**config.mk**
```make
export PLATFORM = sky130hd
export DESIGN_NAME = watch_core_multi_alarm
export DESIGN_NICKNAME = d
export VERILOG_FILES = /design/src/rtl/watch_core_multi_alarm.sv
export SDC_FILE = /design/constraint.sdc
export NUM_CORES = 1
export LEC_CHECK = 0
export BUFFER_PORTS_ARGS = -buffer_cell sky130_fd_sc_hd__buf_4
export CAP_MARGIN = 20
export CELL_PAD_IN_SITES_DETAIL_PLACEMENT = 1
export CELL_PAD_IN_SITES_GLOBAL_PLACEMENT = 1
export CORE_ASPECT_RATIO = 0.9
export CORE_MARGIN = 4
export CORE_UTILIZATION = 48
export CTS_CLUSTER_DIAMETER = 40
export DETAILED_ROUTE_END_ITERATION = 12
export PLACE_DENSITY = 0.86
export RECOVER_POWER = 25
export REMOVE_ABC_BUFFERS = 1
export SLEW_MARGIN = 10
export SYNTH_ARGS = -nofsm -noshare
export SYNTH_HDL_FRONTEND = slang
export SYNTH_SLANG_ARGS = --single-unit
export TNS_END_PERCENT = 5
```
**constraint.sdc**
```tcl
create_clock -name clk -period 3.6 [get_ports clk]
set_input_delay 0.36 -clock clk [delete_from_list [all_inputs] [get_ports clk]]
set_output_delay 0.36 -clock clk [all_outputs]
set_load 0.02 [all_outputs]
```
**src/rtl/watch_core_multi_alarm.sv**
```systemverilog
// watch_core_multi_alarm: 24-hour clock with 1 Hz prescaler, NUM_ALARMS
// daily alarm slots with timed ringing, and a lap-capable stopwatch.
module watch_core_multi_alarm #(
    parameter int TICKS_PER_SEC = 50000000,
    parameter int NUM_ALARMS    = 4,
    parameter int RING_SECS     = 30,
    parameter int AW            = 2
) (
    input  logic                  clk,
    input  logic                  rst,
    input  logic                  mode_p,
    input  logic                  toggle_p,
    input  logic                  confirm_p,
    input  logic                  stop_ring_p,
    output logic [5:0]            disp_hi,
    output logic [5:0]            disp_lo,
    output logic [1:0]            mode_o,
    output logic [1:0]            field_o,
    output logic [AW-1:0]         alm_sel,
    output logic [NUM_ALARMS-1:0] alm_en,
    output logic                  ring,
    output logic [AW-1:0]         ring_idx,
    output logic                  sec_tick,
    output logic [5:0]            lap_min,
    output logic [5:0]            lap_sec,
    output logic                  lap_valid
);
    localparam int PW = $clog2(TICKS_PER_SEC);
    localparam int RW = $clog2(RING_SECS + 1);

    typedef enum logic [1:0] {NORMAL, SET_TIME, SET_ALARM, STOPWATCH} mode_t;
    typedef enum logic [1:0] {F_IDX, F_HOUR, F_MIN, F_EN} field_t;

    function automatic logic [4:0] inc24(input logic [4:0] v);
        return (v == 5'd23) ? 5'd0 : v + 5'd1;
    endfunction

    function automatic logic [5:0] inc60(input logic [5:0] v);
        return (v == 6'd59) ? 6'd0 : v + 6'd1;
    endfunction

    logic [PW-1:0] presc, presc_nx;
    mode_t         mode, mode_nx;
    field_t        field, field_nx;
    logic [4:0]    hour, hour_nx;
    logic [5:0]    minute, min_nx, sec, sec_nx;
    logic [4:0]    alm_hr [NUM_ALARMS];
    logic [5:0]    alm_mn [NUM_ALARMS];
    logic [RW-1:0] ring_cnt;
    logic          sw_run;
    logic [5:0]    sw_mm, sw_ss;
    logic          hit;
    logic [AW-1:0] hit_idx;

    logic edit, ticking, roll, enter_set;
    logic tog_t, tog_a, tog_s, cfm_s;

    assign presc_nx  = (presc == PW'(TICKS_PER_SEC - 1)) ? '0 : presc + 1'b1;
    assign edit      = !mode_p;
    assign ticking   = sec_tick && (mode != SET_TIME);
    assign roll      = ticking && (sec == 6'd59);
    assign enter_set = mode_p && (mode == NORMAL);
    assign tog_t     = edit && toggle_p && (mode == SET_TIME);
    assign tog_a     = edit && toggle_p && (mode == SET_ALARM);
    assign tog_s     = edit && toggle_p && (mode == STOPWATCH);
    assign cfm_s     = edit && confirm_p && (mode == STOPWATCH);
    assign mode_o    = mode;
    assign field_o   = field;

    always_ff @(posedge clk or negedge rst) begin
        if (!rst) begin
            mode  <= NORMAL;
            field <= F_IDX;
        end else begin
            mode  <= mode_nx;
            field <= field_nx;
        end
    end

    always_comb begin
        mode_nx  = mode;
        field_nx = field;
        if (mode_p) begin
            mode_nx  = mode_t'(mode + 2'd1);
            field_nx = (mode == NORMAL) ? F_HOUR : F_IDX;
        end else if (confirm_p) begin
            case (mode)
                SET_TIME:  field_nx = (field == F_HOUR) ? F_MIN : F_HOUR;
                SET_ALARM: field_nx = field_t'(field + 2'd1);
                default:   ;
            endcase
        end
    end

    always_comb begin
        hour_nx = hour;
        min_nx  = minute;
        sec_nx  = sec;
        if (ticking) begin
            sec_nx = inc60(sec);
            if (sec == 6'd59) begin
                min_nx = inc60(minute);
                if (minute == 6'd59) hour_nx = inc24(hour);
            end
        end
        if (enter_set) sec_nx = '0;
        if (tog_t && field == F_HOUR) hour_nx = inc24(hour);
        if (tog_t && field == F_MIN) min_nx = inc60(minute);
    end

    // Lowest enabled slot matching the post-rollover hour:min wins.
    always_comb begin
        hit     = 1'b0;
        hit_idx = '0;
        for (int i = NUM_ALARMS - 1; i >= 0; i--) begin
            if (roll && alm_en[i] && alm_hr[i] == hour_nx && alm_mn[i] == min_nx) begin
                hit     = 1'b1;
                hit_idx = AW'(i);
            end
        end
    end

    always_ff @(posedge clk or negedge rst) begin
        if (!rst) begin
            presc    <= '0;
            sec_tick <= 1'b0;
            hour     <= '0;
            minute   <= '0;
            sec      <= '0;
        end else begin
            presc    <= presc_nx;
            sec_tick <= (presc_nx == PW'(TICKS_PER_SEC - 1));
            hour     <= hour_nx;
            minute   <= min_nx;
            sec      <= sec_nx;
        end
    end

    always_ff @(posedge clk or negedge rst) begin
        if (!rst) begin
            alm_sel <= '0;
            alm_en  <= '0;
            for (int i = 0; i < NUM_ALARMS; i++) begin
                alm_hr[i] <= '0;
                alm_mn[i] <= '0;
            end
        end else if (tog_a) begin
            case (field)
                F_IDX:   alm_sel <= (alm_sel == AW'(NUM_ALARMS - 1)) ? '0 : alm_sel + 1'b1;
                F_HOUR:  alm_hr[alm_sel] <= inc24(alm_hr[alm_sel]);
                F_MIN:   alm_mn[alm_sel] <= inc60(alm_mn[alm_sel]);
                default: alm_en[alm_sel] <= ~alm_en[alm_sel];
            endcase
        end
    end

    // A silence request outranks a match landing in the same cycle.
    always_ff @(posedge clk or negedge rst) begin
        if (!rst) begin
            ring     <= 1'b0;
            ring_idx <= '0;
            ring_cnt <= '0;
        end else if (stop_ring_p) begin
            ring <= 1'b0;
        end else if (hit) begin
            ring     <= 1'b1;
            ring_idx <= hit_idx;
            ring_cnt <= RW'(RING_SECS);
        end else if (ring && sec_tick) begin
            ring_cnt <= ring_cnt - 1'b1;
            if (ring_cnt == RW'(1)) ring <= 1'b0;
        end
    end

    always_ff @(posedge clk or negedge rst) begin
        if (!rst) begin
            sw_run    <= 1'b0;
            sw_mm     <= '0;
            sw_ss     <= '0;
            lap_min   <= '0;
            lap_sec   <= '0;
            lap_valid <= 1'b0;
        end else begin
            lap_valid <= 1'b0;
            if (tog_s) sw_run <= !sw_run;
            if (cfm_s && !sw_run) begin
                sw_mm   <= '0;
                sw_ss   <= '0;
                lap_min <= '0;
                lap_sec <= '0;
            end else begin
                if (cfm_s) begin
                    lap_min   <= sw_mm;
                    lap_sec   <= sw_ss;
                    lap_valid <= 1'b1;
                end
                if (sw_run && sec_tick) begin
                    sw_ss <= inc60(sw_ss);
                    if (sw_ss == 6'd59) sw_mm <= inc60(sw_mm);
                end
            end
        end
    end

    always_comb begin
        disp_hi = {1'b0, hour};
        disp_lo = minute;
        case (mode)
            SET_ALARM: begin
                disp_hi = {1'b0, alm_hr[alm_sel]};
                disp_lo = alm_mn[alm_sel];
            end
            STOPWATCH: begin
                disp_hi = sw_mm;
                disp_lo = sw_ss;
            end
            default: ;
        endcase
    end
endmodule

```
### Word-level counts from Yosys, hierarchy flattened

Index checks and enable logic that the tools add are counted.

* register bits: 132
* output and inout bits: 39
* word-level logic and storage cells: 189

* add/subtract/negate cells: 12
* order comparisons: 4
* eq/ne operators: 25
* multiplexer cells: 67
* bitwise gates (word level): 4
* reduce and logical (&&, ||, !) cells: 51

Operator list (count)
* $mux W6: 22
* $mux W5: 11
* $eq A26 B26 Y1 const B: 2
* $add A6 B1 Y6 const B: 5
* $eq A6 B6 Y1 const B: 5
* $logic_and A1 B1 Y1: 28
* $add A26 B1 Y26 const B: 1
* $mux W26: 1
* $bwmux W24: 1
* $eq A6 B6 Y1: 4
* $pmux W6 S2: 2
* $bwmux W20: 1
* $eq A5 B5 Y1: 4
* $reduce_and A2 Y1: 9
* $mux W2: 8
* $mux W1: 13
* $bmux W6 S2: 1
* $demux W6 S2: 1
* $reduce_bool A2 Y1: 6
* $add A5 B1 Y5 const B: 2
* $bmux W5 S2: 1
* $demux W5 S2: 1
* $eq A5 B5 Y1 const B: 2
* $reduce_bool A3 Y1: 3
* other kinds (19): 29

### Longest topological paths before layout

Gate-level depths: netlist of run 1.

* depth in word-level cells: 15
* gate-level depth with buffers: 11

### Worst setup path after synthesis of run 1

No wires, ideal clock.

* kind: reg-to-reg
* from: register mode[1] (netlist: mode_o[1])
* to: register ring_cnt[0]
* setup time: 0.117 ns
* data arrival time: 2.998 ns
* data required time: 3.483 ns
* setup slack: 0.485 ns
* cell stages (with the launch flop): 12
* cell sequence: dfrtp_1 -> inv_1 -> ha_1 -> nand3b_1 -> buf_2 -> nor4_2 -> nor3_1 -> a221o_1 -> a2111oi_1 -> nand3_1 -> o2111a_2 -> and2_4

* word-level cells in the longest chain between the ends: 13
* elaborated cells on any way between the ends: 38
* classes of those cells: eq/ne: 10; mux: 9; reduce/logical: 19

RTL lines
* start: declaration: line 43 `mode_t mode, mode_nx;`
* start signal: assignment: line 75 `mode <= mode_nx;`
* $ne A2 B1 Y1 or $eq A2 B1 Y1 (tied branches): line 60, 63
* $logic_and A1 B1 Y1, on equally long branches: line 60, 63
* $mux W5 or $logic_and A1 B1 Y1 (tied branches): line 99, 107
* $mux W5: line 107 `if (tog_t && field == F_HOUR) hour_nx = inc24(hour);`
* $eq A5 B5 Y1: line 116 `if (roll && alm_en[i] && alm_hr[i] == hour_nx && alm_mn[i] == min_nx) begin`
* $logic_and A1 B1 Y1 (2 in a row): line 116
* $mux W1 (3 in a row): line 116
* $mux W1 (*): line 116
* $reduce_bool A2 Y1 (no line)
* $reduce_and A2 Y1 (no line)
* end signal: assignment: line 168 `ring_cnt <= RW'(RING_SECS);`
* end signal: assignment: line 170 `ring_cnt <= ring_cnt - 1'b1;`
* end: declaration: line 49 `logic [RW-1:0] ring_cnt;`

Mark *: on every way between the ends. The rest lies on a longest branch, timed or not.
A chain may end at the register's enable or synchronous reset.

### Worst setup path in the final report of run 1

* from: register mode[1] (netlist: mode_o[1])
* to: register ring_cnt[0]

* word-level cells in the longest chain between the ends: 13
* elaborated cells on any way between the ends: 38
* classes of those cells: eq/ne: 10; mux: 9; reduce/logical: 19

RTL lines
* $ne A2 B1 Y1 or $eq A2 B1 Y1 (tied branches): line 60, 63
* $logic_and A1 B1 Y1, on equally long branches: line 60, 63
* $mux W5 or $logic_and A1 B1 Y1 (tied branches): line 99, 107
* $mux W5 (*): line 107
* named net hour_nx[1]: line 45 `logic [4:0] hour, hour_nx;`
* $eq A5 B5 Y1: line 116
* $logic_and A1 B1 Y1 (2 in a row): line 116
* $mux W1 (3 in a row): line 116
* $mux W1 (*): line 116
* $reduce_bool A2 Y1 (no line)
* $reduce_and A2 Y1 (no line)

The timed path passes the listed nets; every way through them passes the cells marked *.

==> Flow_metrics.wiki, run 1 <==
{| class="wikitable"
! Metric !! Value
|-
| Outcome || finished, violations left
|-
| Violated checks || capacitance limit, slew limit
|-
| CTS tree || yes
|-
| Area contributors post-synth || dfrtp_1, nand2_1, mux2_2, o21ai_0, xnor2_1
|-
| Core Rows || 44
|-
| Synthesis-to-finish area growth || 15.0%
|-
| Critical Path AT || 3.77 ns
|-
| Hold wc startpoint || mode_p
|-
| Share of cells above drive strength 1 || 0.169
|-
| Share of synthesized registers carrying an async set or reset || 1.00
|-
| First-pass iteration count of the detailed router || 5
|-
| Antenna violations before repair || 0
|-
| Violation count after the first detailed-route iteration || 563
|-
| WP buf/inv || 2
|-
| Post-placement cell area || 8640 µm²
|-
| Number of hold-slack violations in the final timing report || 0
|-
| Clk buf depth || 2
|-
| Via-to-Cell Ratio || 6.36
|-
| Worst Hold End || field_o[1]
|-
| RR Endpoint || ring_cnt[0]
|-
| Highest net fanout along the worst path || 9
|-
| Post-route core utilization || 0.567
|-
| RD Place Congestion || 0.956
|-
| Most common cell in the synthesized netlist || dfrtp_1
|-
| Buffers added on ports || 44
|-
| Most common library cells after synthesis || dfrtp_1, nand2_1, o21ai_0
|-
| Area share of the largest cell type after synthesis || 0.411
|-
| Final HPWL DP || 18300 µm
|-
| Total power per unit cell area || 619 nW/µm²
|-
| Ys flop type || dfrtp_1
|-
| Clock tree skew after final layout || 0.00974 ns
|-
| Proportion of synthesized chip area in sequential cells || 0.411
|-
| Clock network latency to the later pin of the worst-skew pair || 0.43 ns
|-
| Width of the die || 144 µm
|-
| Path category of the worst min-delay check || primary input to flip-flop
|-
| Library cell contributing the largest single delay on the critical path || or4_1
|-
| Hold Path Stages || 2
|-
| Synth Instances || 857
|-
| Antenna cell count || 0
|-
| # Max-Cap Violations || 1
|-
| Die Area || 18900 µm²
|-
| Final instance area || 9250 µm²
|-
| Maximum ir drop on the vdd rail || 0.383 mV
|-
| Filler cell count || 1807
|-
| Part of the cycle the worst path needs || 0.957
|-
| Vertical die dimension || 131 µm
|-
| Capturing element type of the critical path || flip-flop
|-
| H-tree depth || 4
|-
| Wire length of the first global-routing pass || 39800 µm
|-
| Worst slew pin tran || 1.90 ns
|-
| Cell type group with the largest total delay on the critical path || simple AND/OR/NAND/NOR gates
|-
| Total wire length || 25100 µm
|-
| Per-instance average area after synthesis || 9.38 µm²
|-
| Worst reg2reg path startpoint || mode_o[1]
|-
| Delay of the slowest cell on the worst path || 0.56 ns
|-
| EDFF count, synth || 0
|-
| Worst relative slew slack || -0.265
|-
| Min Hold Slack || 0.172 ns
|-
| Clock sink count || 132
|-
| CP Cell Sequence || inv_1 -> ha_1 -> nand3b_1 -> buf_4 -> or4_1 -> o211ai_2 -> xnor2_1 -> nand4_1 -> or4_1 -> o2111a_2 -> and2_4
|-
| DRC violation count after routing || 0
|-
| Via count || 7173
|-
| Area used by sequential logic in the layout || 3300 µm²
|-
| Leftover overflow at the end of global routing || 0
|-
| Setup repair after global routing missed its margin || no
|-
| Shortest clock period the worst path allows after layout || 3.44 ns
|-
| Library cell with the largest summed area after synthesis || dfrtp_1
|-
| Total Nets Final || 936
|-
| Maximum number of pins on one net before global-route repair || 74
|-
| Clock transition time at the flip-flop clock pins of the worst setup and hold paths || 0.06 ns
|-
| Worst Setup Slack, final || 0.156 ns
|-
| Required time at the worst-slack endpoint || 3.92 ns
|-
| Post-synthesis instance area || 8040 µm²
|-
| Crit path launch type || flip-flop
|-
| Area of combinational cells with multiple inputs || 4530 µm²
|-
| Category of the most critical setup path || flip-flop to flip-flop
|-
| WL/cell || 22.3 µm
|-
| Worst slack at placement || 0.220 ns
|-
| Post-synthesis sequential element count || 132
|-
| Upper clock frequency limit || 290 MHz
|-
| Leakage power total || 0.00413 µW
|-
| Final setup fails || 0
|-
| Worst-case reg-to-reg path depth || 11
|-
| FF-to-FF setup slack || 0.16 ns
|-
| Initial core utilization || 0.493
|-
| Number of unique standard cell types used by synthesis || 83
|-
| Clk Tree Root Cell || clkbuf_16
|-
| Antenna Violating Nets Remaining || 0
|-
| Via count of the first global-routing pass || 7207
|-
| Yosys warning count || 0
|-
| Area of the core region || 16300 µm²
|-
| Global routing usage summed across all routing layers || 0.273
|-
| Final max-slew violation count || 74
|-
| I/O Pins || 45
|-
| Most prevalent standard cell on the critical path || or4_1
|-
| Summed negative setup slack over all endpoints || 0 ns
|-
| Clock buffers created by TritonCTS || 17
|}
==> through the flow <==
| step | total power [µW] | cells |
|---|---|---|
| CTS | 5720 | 1128 |
| global route | 6000 | 1128 |
| floorplan | 3120 | 824 |
| finish | 5720 | 1128 |
| detailed placement | 3960 | 1095 |
| global placement | 3870 | 1095 |
==> placed cells by master, fill, tap and decap left out, types with 4 or more instances in the layout <==
master / n
nor4_1: 12
xnor2_1: 33
a211oi_1: 6
mux4_2: 12
mux2i_1: 5
and2_1: 9
nand2_1: 129
nor3_1: 21
and4b_1: 5
ha_1: 22
or3_1: 7
inv_1: 21
xor2_1: 26
nor2_1: 57
a21o_1: 7
and3_1: 16
a22oi_1: 14
or4_1: 4
o211ai_1: 8
o31ai_1: 7
dfrtp_1: 132
o2111ai_1: 6
mux2_2: 29
nand4_1: 19
buf_4: 63
nand2b_1: 11
clkbuf_16: 17
nand3_1: 34
a21oi_1: 27
o21ai_0: 59
nor2b_1: 11
a31oi_1: 7
==> how the worst max path moves through the flow <==
stage,start,end,slack [ns],depth (start not counted)
floorplan,mode_o[1],ring_cnt[0],0.43,10
detailed placement,mode_o[1],ring_cnt[0],0.22,11
finish,mode_o[1],ring_cnt[0],0.16,11
global route,mode_o[1],ring_cnt[0],0.009,10
global placement,mode_o[1],ring_cnt[0],0.34,10
CTS,mode_o[1],ring_cnt[0],0.15,11
==> registers in the layout, indices dropped and copies added, names as in the netlist, 2 cells and up <==
signal and cells:
lap_min 6, alm_sel 2, ring_cnt 5, sec 6, minute 6, lap_sec 6
alm_mn 24, alm_en 4, alm_hr 20, sw_ss 6, field_o 2, presc 26
ring_idx 2, sw_mm 6, hour 5, mode_o 2
==> final cells by class <==
cell class | instances | area share
clock inverter | 11 | 0.0138
sequential | 132 | 0.357
multi-input combinational | 671 | 0.490
tap | 207 | 0.0280
timing repair buffer | 65 | 0.0528
clock buffer | 21 | 0.0498
inverter | 21 | 0.00853
==> cells by family after synthesis <==
| logic type | after synthesis | synth area share |
|---|---|---|
| flip-flops | 132 | 0.411 |
| adder cells (fa/ha/maj) | 22 | 0.0342 |
| multiplexers | 47 | 0.0833 |
| AO/OA/AOI/OAI | 181 | 0.150 |
| AND/OR/NAND/NOR | 362 | 0.230 |
| buffers and inverters | 54 | 0.0275 |
| XOR/XNOR | 59 | 0.0643 |
==> layer usage <==
metal	up-vias	part of all wire	global-route usage
met4	0	0.039	0.112
met5	-	0	0
met3	69	0.061	0.0520
met2	270	0.47	0.445
li1	3224	-	-
met1	3610	0.43	0.361
==> where the power goes <==
group | total (µW) | switching [µW] | internal (µW)
logic | 1970 | 1190 | 781
clock network | 1750 | 688 | 1060
registers | 2010 | 340 | 1670
total | 5720 | 2220 | 3510
==> timing repair <==
action	4_1_cts	5_1_grt
endpoints found under the hold margin	20	0
gates resized for setup	0	2
endpoints found under the setup margin	0	1
buffers inserted	0	0
hold buffers	1	0
No activity file was read; power rests on OpenSTA's default activity.
==> run 2: changes to the inputs <==
- CORE_UTILIZATION: 48 -> 44
- PLACE_DENSITY: 0.86 -> 0.83
- clock period: 3.6 -> 3.1 ns (I/O delays scaled with it)
==> run 2 against run 1 <==
Net effect: the flow finishes with violations (capacitance limit, slew limit, setup timing); wire length up 17%; hold slack worse by 0.046 ns; via count up 8.7%; die area up 8.5%; first-iteration DRC count up 20%; power up 22%; register-to-register slack worse by 0.21 ns; sequential cell count unchanged; critical path type unchanged; highest routed layer unchanged.
==> Flow_metrics.wiki, run 2 (synthesized netlist as in run 1, its figures left out) <==
{| class="wikitable"
! Metric !! Value
|-
| Outcome || finished, violations left
|-
| Violated checks || capacitance limit, slew limit, setup timing
|-
| Crit path launch type || flip-flop
|-
| Final HPWL DP || 18600 µm (+1.5%)
|-
| Worst slew pin tran || 1.86 ns (-0.0417 ns)
|-
| Total Nets Final || 993 (+6.1%)
|-
| Worst reg2reg path startpoint || sec[1]
|-
| Hold wc startpoint || mode_p
|-
| Clock transition time at the flip-flop clock pins of the worst setup and hold paths || 0.07 ns (about the same)
|-
| RD Place Congestion || 0.938 (-1.9%)
|-
| Vertical die dimension || 136 µm (+4.2%)
|-
| Post-route core utilization || 0.564 (-0.00374)
|-
| Clock network latency to the later pin of the worst-skew pair || 0.43 ns (about the same)
|-
| Via-to-Cell Ratio || 6.40 (+0.69%)
|-
| Clock tree skew after final layout || 0.0134 ns (+0.00364 ns)
|-
| Leftover overflow at the end of global routing || 0 (unchanged)
|-
| Global routing usage summed across all routing layers || 0.268 (-0.00574)
|-
| H-tree depth || 4 (unchanged)
|-
| Filler cell count || 1978 (+9.5%)
|-
| Largest register by flop count || presc
|-
| Via count of the first global-routing pass || 7709 (+7.0%)
|-
| Top library cells by usage in the layout, fill and taps aside || dfrtp_1, nand2_1, buf_4, o21ai_0, nor2_1
|-
| Shortest clock period the worst path allows after layout || 3.16 ns (-0.286 ns)
|-
| Flip-flop count of the largest register, all copies and words added || 26 (unchanged)
|-
| WL/cell || 24.0 µm (+7.9%)
|-
| Capturing element type of the critical path || flip-flop
|-
| Critical Path AT || 3.47 ns (-0.30 ns)
|-
| Clock buffers created by TritonCTS || 17 (unchanged)
|-
| Buffers added on ports || 44 (unchanged)
|-
| Synthesis-to-finish area growth || 24.7%
|-
| Total wire length || 29300 µm (+17%)
|-
| Via count || 7799 (+8.7%)
|-
| Launch point of the critical path || sec[1]
|-
| Share of cells above drive strength 1 || 0.251 (+0.0811)
|-
| Maximum ir drop on the vdd rail || 0.384 mV (+0.19%)
|-
| Most common cell after layout, fill and taps aside || dfrtp_1
|-
| Die Area || 20500 µm² (+8.5%)
|-
| Clk buf depth || 2 (unchanged)
|-
| Total power per unit cell area || 695 nW/µm² (+12%)
|-
| Core Rows || 46 (+4.5%)
|-
| First-pass iteration count of the detailed router || 5 (unchanged)
|-
| Worst Setup Slack, final || -0.0579 ns (-0.214 ns)
|-
| Maximum number of pins on one net before global-route repair || 69 (-6.8%)
|-
| Clk Tree Root Cell || clkbuf_16
|-
| # Max-Cap Violations || 1 (unchanged)
|-
| CTS tree || yes
|-
| Final setup fails || 2 (+2)
|-
| Highest net fanout along the worst path || 6 (-3)
|-
| Antenna Violating Nets Remaining || 0 (unchanged)
|-
| Antenna violations before repair || 0 (unchanged)
|-
| Area of the core region || 17800 µm² (+9.1%)
|-
| Worst relative slew slack || -0.237 (+0.0278)
|-
| Required time at the worst-slack endpoint || 3.42 ns (-0.50 ns)
|-
| Final max-slew violation count || 68 (-8.1%)
|-
| Wire length of the first global-routing pass || 42700 µm (+7.3%)
|-
| Initial core utilization || 0.452 (-0.0413)
|-
| Width of the die || 150 µm (+4.2%)
|-
| Clock sink count || 132 (unchanged)
|-
| Path category of the worst min-delay check || primary input to flip-flop
|-
| Worst slack at placement || -0.118 ns (-0.338 ns)
|-
| Antenna cell count || 0 (unchanged)
|-
| Upper clock frequency limit || 317 MHz (+9.1%)
|-
| DRC violation count after routing || 0 (unchanged)
|-
| Setup repair after global routing missed its margin || yes
|-
| I/O Pins || 45 (unchanged)
|-
| Leakage power total || 0.00453 µW (+9.7%)
|-
| Largest registers ranked by flip-flop count || presc (26), alm_mn (24), alm_hr (20)
|-
| Category of the most critical setup path || flip-flop to flip-flop
|-
| Violation count after the first detailed-route iteration || 673 (+20%)
|-
| Number of hold-slack violations in the final timing report || 0 (unchanged)
|-
| Part of the cycle the worst path needs || 1.02 (+0.0620)
|}
-- run 2: layer usage --
metal  global-route usage  vias to the layer above  wire length (µm)
met5                    0                        -                 0
met4                0.113                        0              1520
met3               0.0517                      131              1960
met2                0.427                      409             13700
met1                0.357                     3918             12100
li1                     -                     3341                 -
-- run 2: what timing repair did --
action,CTS,global route
setup buffers,8,10
hold buffers,1,0
endpoints found under the setup margin,8,10
endpoints found under the hold margin,66,0
resized for setup,18,37
pin swaps,12,26
-- run 2: where the power goes --
| group | switching (µW) | internal, µW |
|---|---|---|
| clock network | 916 | 1140 |
| registers | 337 | 1940 |
| logic | 1580 | 1060 |
-- run 2: critical path, cell delays in order (launching register included) --
cell and delay, ns:
dfrtp_1 0.43, ha_4 0.21, and4b_2 0.32, a32oi_2 0.26, buf_4 0.16, mux2i_4 0.34, xnor2_2 0.13, a311o_1 0.29
or4_4 0.51, o2111a_2 0.24, and2_4 0.15
-- run 2: through the flow --
stage                     hold WS, ns  std cells  total power [µW]  instance area, µm²  setup TNS, ns
after floorplan                0.0144        824              3620                7900        -0.0687
after global placement          0.363       1167              4560                9000         -0.155
after detailed placement        0.371       1167              4640                9000         -0.282
after CTS                       0.122       1208              6770                9770              0
after global routing            0.139       1218              7270               10000         -0.374
final                           0.126       1218              6970               10000         -0.115
-- run 2: layout make-up --
type                       count  area, µm²  share of cell area
multi-input combinational    671       4800               0.478
timing repair buffer         122        953              0.0951
inverter                      21       78.8             0.00786
sequential                   132       3300               0.330
tap                          240        300              0.0300
clock buffer                  17        425              0.0424
clock inverter                15        166              0.0166
-- run 2: final timing paths --
kind | slack [ns] | cells after the start | end
worst max-delay path | -0.06 | 10 | ring_cnt[0]
worst min-delay path | 0.13 | 2 | field_o[1]
worst max register to register | -0.06 | 10 | ring_cnt[0]
worst min register to register | 0.49 | 2 | lap_min[1]
max in group asynchronous | 0.96 | 3 | alm_hr[13]
min in group asynchronous | 0.93 | 2 | field_o[0]
